--- src/rtl/temp_sense_pkg.sv ---
// rtl/temp_sense_pkg.sv - shared types and constants for the temperature sensor emulator and its consumer
package temp_sense_pkg;

  // Conversion sequencer states.
  typedef enum logic [1:0] {
    IDLE    = 2'd0,
    CONVERT = 2'd1,
    DONE    = 2'd2
  } temp_state_t;

  // Result codes are offset binary: code = temperature in C + 128.
  localparam logic [7:0] TempCodeOffset = 8'd128;

  // 25 C expressed as a code.
  localparam logic [7:0] DefaultResetCode = TempCodeOffset + 8'd25;

  // Convert a temperature in degrees C to its result code.
  function automatic logic [7:0] temp_to_code(input logic signed [8:0] temp_c);
    logic signed [8:0] sum;
    sum = temp_c + 9'sd128;
    return sum[7:0];
  endfunction

endpackage

--- src/rtl/temp_sense_emu_if.sv ---
// rtl/temp_sense_emu_if.sv - sensor handshake and configuration bus between emulator and consumer
interface temp_sense_emu_if;

  logic        clr;
  logic [7:0]  tsdcalo;
  logic        tsdcaldone;
  logic        cfg_write;
  logic [15:0] cfg_writedata;
  logic [15:0] cfg_readdata;

  // Consumer side: drives clear and configuration writes, observes results.
  modport master (
    output clr,
    output cfg_write,
    output cfg_writedata,
    input  tsdcalo,
    input  tsdcaldone,
    input  cfg_readdata
  );

  // Emulator side.
  modport slave (
    input  clr,
    input  cfg_write,
    input  cfg_writedata,
    output tsdcalo,
    output tsdcaldone,
    output cfg_readdata
  );

endinterface

--- src/rtl/temp_sense_emu.sv ---
// rtl/temp_sense_emu.sv - temperature sensor emulator; optional code ramp under TEMP_SENSE_EMU_RAMP_EN
module temp_sense_emu
  import temp_sense_pkg::*;
#(
  parameter logic [15:0] ConvCycles = 16'd16,
  parameter logic [7:0]  ResetCode  = DefaultResetCode
) (
  input  logic             clk,
  input  logic             reset,
  temp_sense_emu_if.slave  bus
);

  // A zero-length conversion has no meaning for the countdown below.
  if (ConvCycles < 16'd1) begin : g_conv_cycles_check
    $error("temp_sense_emu: ConvCycles must be >= 1");
  end

  temp_state_t state;
  logic [15:0] counter;
  logic [7:0]  code_q;
  logic        ramp_q;
  logic [6:0]  count_q;
  logic [7:0]  tsdcalo_q;
  logic        tsdcaldone_q;

`ifdef TEMP_SENSE_EMU_RAMP_EN
  logic [6:0] unused_wdata;
  assign unused_wdata = bus.cfg_writedata[15:9];
`else
  logic [7:0] unused_wdata;
  assign unused_wdata = bus.cfg_writedata[15:8];
`endif

  // Sequencer, configuration registers and registered outputs. The load
  // value of the countdown makes the CONVERT state last ConvCycles+1 cycles,
  // so tsdcaldone rises ConvCycles+1 edges after clr=0 is seen in IDLE.
  always_ff @(posedge clk) begin
    if (reset) begin
      state        <= IDLE;
      counter      <= 16'd0;
      code_q       <= ResetCode;
      ramp_q       <= 1'b0;
      count_q      <= 7'd0;
      tsdcalo_q    <= ResetCode;
      tsdcaldone_q <= 1'b0;
    end else begin
      if (bus.cfg_write) begin
        code_q <= bus.cfg_writedata[7:0];
`ifdef TEMP_SENSE_EMU_RAMP_EN
        ramp_q <= bus.cfg_writedata[8];
`endif
      end

      case (state)
        IDLE: begin
          tsdcaldone_q <= 1'b0;
          if (!bus.clr) begin
            state   <= CONVERT;
            counter <= ConvCycles;
          end
        end

        CONVERT: begin
          if (bus.clr) begin
            // Abort wins over completion; nothing is published or counted.
            state <= IDLE;
          end else if (counter == 16'd0) begin
            state        <= DONE;
            // code_q here is the pre-write value, so a same-edge write
            // only affects the following conversion.
            tsdcalo_q    <= code_q;
            tsdcaldone_q <= 1'b1;
            count_q      <= count_q + 7'd1;
`ifdef TEMP_SENSE_EMU_RAMP_EN
            if (ramp_q && !bus.cfg_write && (code_q != 8'hFF)) begin
              code_q <= code_q + 8'd1;
            end
`endif
          end else begin
            counter <= counter - 16'd1;
          end
        end

        DONE: begin
          // Result holds until the consumer clears; no automatic restart.
          if (bus.clr) begin
            state        <= IDLE;
            tsdcaldone_q <= 1'b0;
          end
        end

        default: begin
          state        <= IDLE;
          tsdcaldone_q <= 1'b0;
        end
      endcase
    end
  end

  assign bus.tsdcalo      = tsdcalo_q;
  assign bus.tsdcaldone   = tsdcaldone_q;
  assign bus.cfg_readdata = {count_q, ramp_q, code_q};

endmodule
--- src/flat_wrapper.sv ---
// flat-port wrapper written by rule: the top's interface ports become plain ports
module temp_sense_emu_flat import temp_sense_pkg::*;
#(
  parameter logic [15:0] ConvCycles = 16'd16,
  parameter logic [7:0]  ResetCode  = DefaultResetCode
)
  (clk, reset, bus_clr, bus_cfg_write, bus_cfg_writedata, bus_tsdcalo, bus_tsdcaldone, bus_cfg_readdata);
  temp_sense_emu_if bus_i ();
  input  logic clk;
  input  logic reset;
  input wire logic [$bits(bus_i.clr)-1:0] bus_clr;
  input wire logic [$bits(bus_i.cfg_write)-1:0] bus_cfg_write;
  input wire logic [$bits(bus_i.cfg_writedata)-1:0] bus_cfg_writedata;
  output wire logic [$bits(bus_i.tsdcalo)-1:0] bus_tsdcalo;
  output wire logic [$bits(bus_i.tsdcaldone)-1:0] bus_tsdcaldone;
  output wire logic [$bits(bus_i.cfg_readdata)-1:0] bus_cfg_readdata;
  assign bus_i.clr = bus_clr;
  assign bus_i.cfg_write = bus_cfg_write;
  assign bus_i.cfg_writedata = bus_cfg_writedata;
  assign bus_tsdcalo = bus_i.tsdcalo;
  assign bus_tsdcaldone = bus_i.tsdcaldone;
  assign bus_cfg_readdata = bus_i.cfg_readdata;
  temp_sense_emu #(.ConvCycles(ConvCycles), .ResetCode(ResetCode)) u_core (.clk(clk), .reset(reset), .bus(bus_i));
endmodule
--- config.mk ---
export PLATFORM = sky130hd
export DESIGN_NAME = temp_sense_emu_flat
export DESIGN_NICKNAME = d
export VERILOG_FILES = /design/src/rtl/temp_sense_pkg.sv /design/src/rtl/temp_sense_emu_if.sv /design/src/rtl/temp_sense_emu.sv /design/src/flat_wrapper.sv
export SDC_FILE = /design/constraint.sdc
export NUM_CORES = 1
export LEC_CHECK = 0
export CAP_MARGIN = 5
export CORE_ASPECT_RATIO = 1.75
export CORE_MARGIN = 2
export CORE_UTILIZATION = 30
export CTS_BUF_LIST = sky130_fd_sc_hd__clkbuf_8
export DETAILED_ROUTE_END_ITERATION = 8
export PLACE_DENSITY_LB_ADDON = 0.25
export REMOVE_ABC_BUFFERS = 1
export SYNTH_ARGS = -nofsm -noshare
export SYNTH_HDL_FRONTEND = slang
export SYNTH_SLANG_ARGS = --single-unit
--- constraint.sdc ---
create_clock -name clk -period 2.7 [get_ports clk]
set_clock_uncertainty 0.05 [all_clocks]
set_input_delay 0.54 -clock clk [delete_from_list [all_inputs] [get_ports clk]]
set_output_delay 0.54 -clock clk [all_outputs]
set_load 0.005 [all_outputs]
==> After elaboration in Yosys (flattened, before gate mapping) <==
Cells that the tools add are included.
{ "word_totals": {"register_bits": 42, "elab_cells": 37} }
{ "op_classes": {"add_sub_neg": 2, "n_eq_ne": 8, "muxes": 13, "bitwise_logic": 1, "n_reduce_logical": 7} }
{ "op_table": {"columns": ["operator", "n"], "rows": [
  ["16-bit two-way mux", 3],
  ["16-bit one-hot mux with 2 select lines", 1],
  ["16-bit logical NOT", 1],
  ["16-bit by 1-bit subtractor with 16-bit output (second input constant)", 1],
  ["3-bit AND reduction", 3],
  ["2-bit two-way mux", 4],
  ["2-bit != test (second input constant)", 4],
  ["7-bit by 1-bit adder with 7-bit output (second input constant)", 1],
  ["2-bit one-hot mux with 3 select lines", 1],
  ["4-bit AND reduction", 1],
  ["1-bit two-way mux", 3],
  ["3-bit by 2-bit != test with 1-bit output (second input constant)", 1],
  ["2-bit by 1-bit equality test with 1-bit output (second input constant)", 1],
  ["2-bit equality test (second input constant)", 1],
  ["2-bit logical NOT", 1],
  ["2-bit by 1-bit != test with 1-bit output (second input constant)", 1],
  ["1-bit one-hot mux with 2 select lines", 1],
  ["2-bit nonzero test", 1],
  ["1-bit NOT", 1]
]} }

==> Longest topological paths before layout <==
{ "logic_depth": {"ltp_word": 4, "ltp_mapped": 8, "depth_no_buf": 7} }

==> Least setup slack after synthesis <==
No wires, ideal clock.
{ "synth_timing": {"kind": "reg-to-reg", "startpoint": "register u_core.counter[10]", "endpoint": "register u_core.count_q[3]", "setup_ns": 0.128, "arrival_ns": 2.069, "required_time_ns": 2.522, "slack_ns": 0.453, "path_stages_with_launch": 7, "n_path_buf": 1, "cell_sequence": "dfxtp_1 or4_4 or3_1 buf_6 or4_4 xor2_1 nor2_1"} }
{ "synth_between": {"elab_chain_cells": 2} }
{ "synth_rtl": {"columns": ["item", "line", "rtl"], "rows": [
  ["from (decl)", "temp_sense_emu.sv:19", "logic [15:0] counter;"],
  ["from (signal assigned)", "temp_sense_emu.sv:59", "counter <= ConvCycles;"],
  ["from (signal assigned)", "temp_sense_emu.sv:80", "counter <= counter - 16'd1;"],
  ["16-bit logical NOT", "temp_sense_emu.sv:67", "end else if (counter == 16'd0) begin"],
  ["3-bit AND reduction (no source line)", null, null],
  ["to (signal assigned)", "temp_sense_emu.sv:73", "count_q <= count_q + 7'd1;"],
  ["to (decl)", "temp_sense_emu.sv:22", "logic [6:0] count_q;"]
]} }
Every way passes these cells.
A chain may end at the register's enable or synchronous reset.

==> Worst setup path in the final report <==
Ends and elaborated chain as after synthesis.

==> metrics.txt <==
initial antenna violation count=0; antenna-violating nets left=0; EDFF count, synth=0; count of buffers from port buffering=35; crit-path max FO=8; Final Cell Area=2420 sq um; setup bufs post-CTS=0; Worst Max-Slew Pin Slew=585 ps; total core area=6090 sq um; fin util=0.398; vias in the first global route=1690; IO Pins=45; Synth Register Bits=42; worst-case clock buffer depth=2; Post-CTS Resized=0; Worst slew margin=0.607; CP peak stage delay=580 ps; GRT overflow=0; CTS Buf Count=5; Setup violations, final=0; later-pin clock latency in the skew report=310 ps; share of cells above drive strength 1=0.103; CP max-delay cell=or4_4; commonest cells after routing, fill and taps aside=dfxtp_1 (42), clkdlybuf4s50_1 (35), nand2_1 (27), nor2_1 (25), a21oi_1 (16); Yosys warnings=0; Initial Util=0.306; Seq/Total Area, Yosys=0.452; setup_tns=0 ps; syn_area_per_cell=8.53 sq um; Synth Cell Area=1860 sq um; PD cells=611 nW/um^2; dpl hpwl=3.50 mm; fmax=0.421 GHz; ys async rst share=0; power consumption=0.00148 W; largest net degree at the start of global routing=30; Crit Path Category=register to register; Top FF cell, synth=dfxtp_1; Req. time, crit path=2840 ps; Placed Instance Area=2350 sq um; CP dominant cell by count=or4_4; hold_buf cts=0; CP endpoint kind=register; Slew Limit Fails=0; final worst-path cycle share=0.881; Die Y=108 um; Final GP Congestion=0.890; drt pass-1 iters=4; Die X=63.5 um; via count=1681; FP Rows=38; Max Cap Viol=0; Place WS=118 ps; CP Cell Sequence=or4_4 > or3_1 > or4_4 > xor2_1 > nor2_1; min Tclk post-route=2380 ps; Synth-to-Final Area Change=30.4%; CTS tree=yes; status=finished, final reports clean; die area=6870 sq um; Synth Instances=218; Yosys cell types=41; Worst Setup Slack, final=322 ps; RSZ-0062 raised after global routing=no; Final Net Count=284; Max VDD drop=336 uV; startpoint class of the critical path=register; Hold Vio Cnt, Final=0; DR iter-0 viols=24; Leak=0.930 nW; worst hold path type=register to register; Clk pin slew, worst setup/hold paths=90 ps; Total GRT Usage=0.148; routed len/inst=13.4 um; Worst EP arrival=2520 ps; post-route DRC violation count=0; # diodes=0; commonest non-fill, non-tap cell in the layout=dfxtp_1; Root Buffer=clkbuf_8; clock tree sinks=42; H-tree depth=2; final WL=4.59 mm; Via density=4.92; first-pass GRT wire length=7.80 mm
## sequential cells by signal, indices dropped and copies added (netlist names)
| signal | flops |
|---|---|
| u_core.state | 2 |
| u_core.counter | 16 |
| u_core.count_q | 7 |
| u_core.bus.tsdcaldone | 1 |
| u_core.bus.tsdcalo | 8 |
| u_core.code_q | 8 |
## through the flow
stage	hold WS, ps	std cells
2_1_floorplan	389	209
3_3_place_gp	387	335
3_5_place_dp	398	335
4_1_cts	408	342
5_1_grt	428	342
6_report	404	342
## logic make-up (layout without fill, tap and decap cells)
| family | after synthesis | after routing | share of synthesized area |
|---|---|---|---|
| compound gates | 40 | 40 | 0.135 |
| mux | 5 | 5 | 0.0276 |
| buf+inv | 15 | 59 | 0.0370 |
| other cells | 1 | 1 | 0.00202 |
| fa+ha+maj | 2 | 2 | 0.0135 |
| flops | 42 | 42 | 0.452 |
| xor+xnor | 8 | 8 | 0.0377 |
| simple gates | 105 | 105 | 0.295 |
## area by class of cell
| class | count | area [sq um] |
|---|---|---|
| Fill cell | 687 | 3660 |
| Multi-Input combinational cell | 161 | 950 |
| Clock buffer | 5 | 68.8 |
| Clock inverter | 2 | 10.0 |
| Sequential cell | 42 | 841 |
| Tap cell | 80 | 100 |
| Timing Repair Buffer | 46 | 433 |
| Inverter | 6 | 22.5 |
## metal layers
layer | wire (um) | vias to the layer above | part of all wire | global-route usage
li1 | - | 860 | - | -
met5 | 0 | - | 0 | 0
met4 | 192 | 0 | 0.042 | 0.102
met2 | 2540 | 44 | 0.55 | 0.276
met3 | 250 | 12 | 0.054 | 0.0437
met1 | 1610 | 765 | 0.35 | 0.134
## worst paths after layout
check                             start                     to  slack [ps]  cells past startpoint
hold reg to reg   u_core.bus.tsdcalo[5]  u_core.bus.tsdcalo[5]         400                      2
hold / removal    u_core.bus.tsdcalo[5]  u_core.bus.tsdcalo[5]         400                      2
setup / recovery     u_core.counter[10]      u_core.count_q[3]         320                      5
setup reg to reg     u_core.counter[10]      u_core.count_q[3]         320                      5
## where the power goes
part	switching (W)	internal [W]	total [W]
Combinational	0.000212	0.000171	0.000383
Sequential	0.0000425	0.000663	0.000705
Clock	0.000220	0.000174	0.000394
Total	0.000475	0.00101	0.00148
## synthesized netlist by cell type (2+ instances only)
cell | count | area share
a41o_1 | 2 | 0.011
or4_4 | 2 | 0.012
dfxtp_1 | 42 | 0.45
a211o_1 | 4 | 0.019
o31ai_1 | 3 | 0.012
nor2_1 | 25 | 0.050
nand3_1 | 6 | 0.016
o21ai_0 | 7 | 0.019
nor3_1 | 7 | 0.019
clkbuf_1 | 6 | 0.012
ha_1 | 2 | 0.013
inv_1 | 5 | 0.010
nor4_1 | 6 | 0.020
nand2_1 | 27 | 0.055
nand3b_1 | 5 | 0.020
or2_2 | 2 | 0.0067
nand4_1 | 5 | 0.017
a21oi_1 | 16 | 0.043
a31oi_1 | 3 | 0.010
mux2i_1 | 4 | 0.022
xnor2_1 | 3 | 0.014
or3_1 | 5 | 0.017
nor2b_1 | 5 | 0.017
or4_1 | 4 | 0.016
o31a_1 | 2 | 0.0094
xor2_1 | 5 | 0.024
## worst max-delay path, delay by kind of cell (launching register included)
| family | cells | cell delay (ps) |
|---|---|---|
| and+or+nand+nor | 4 | 1700 |
| DFF | 1 | 370 |
| xor gates and xnor gates | 1 | 140 |
No activity file was read; power rests on OpenSTA's default activity.
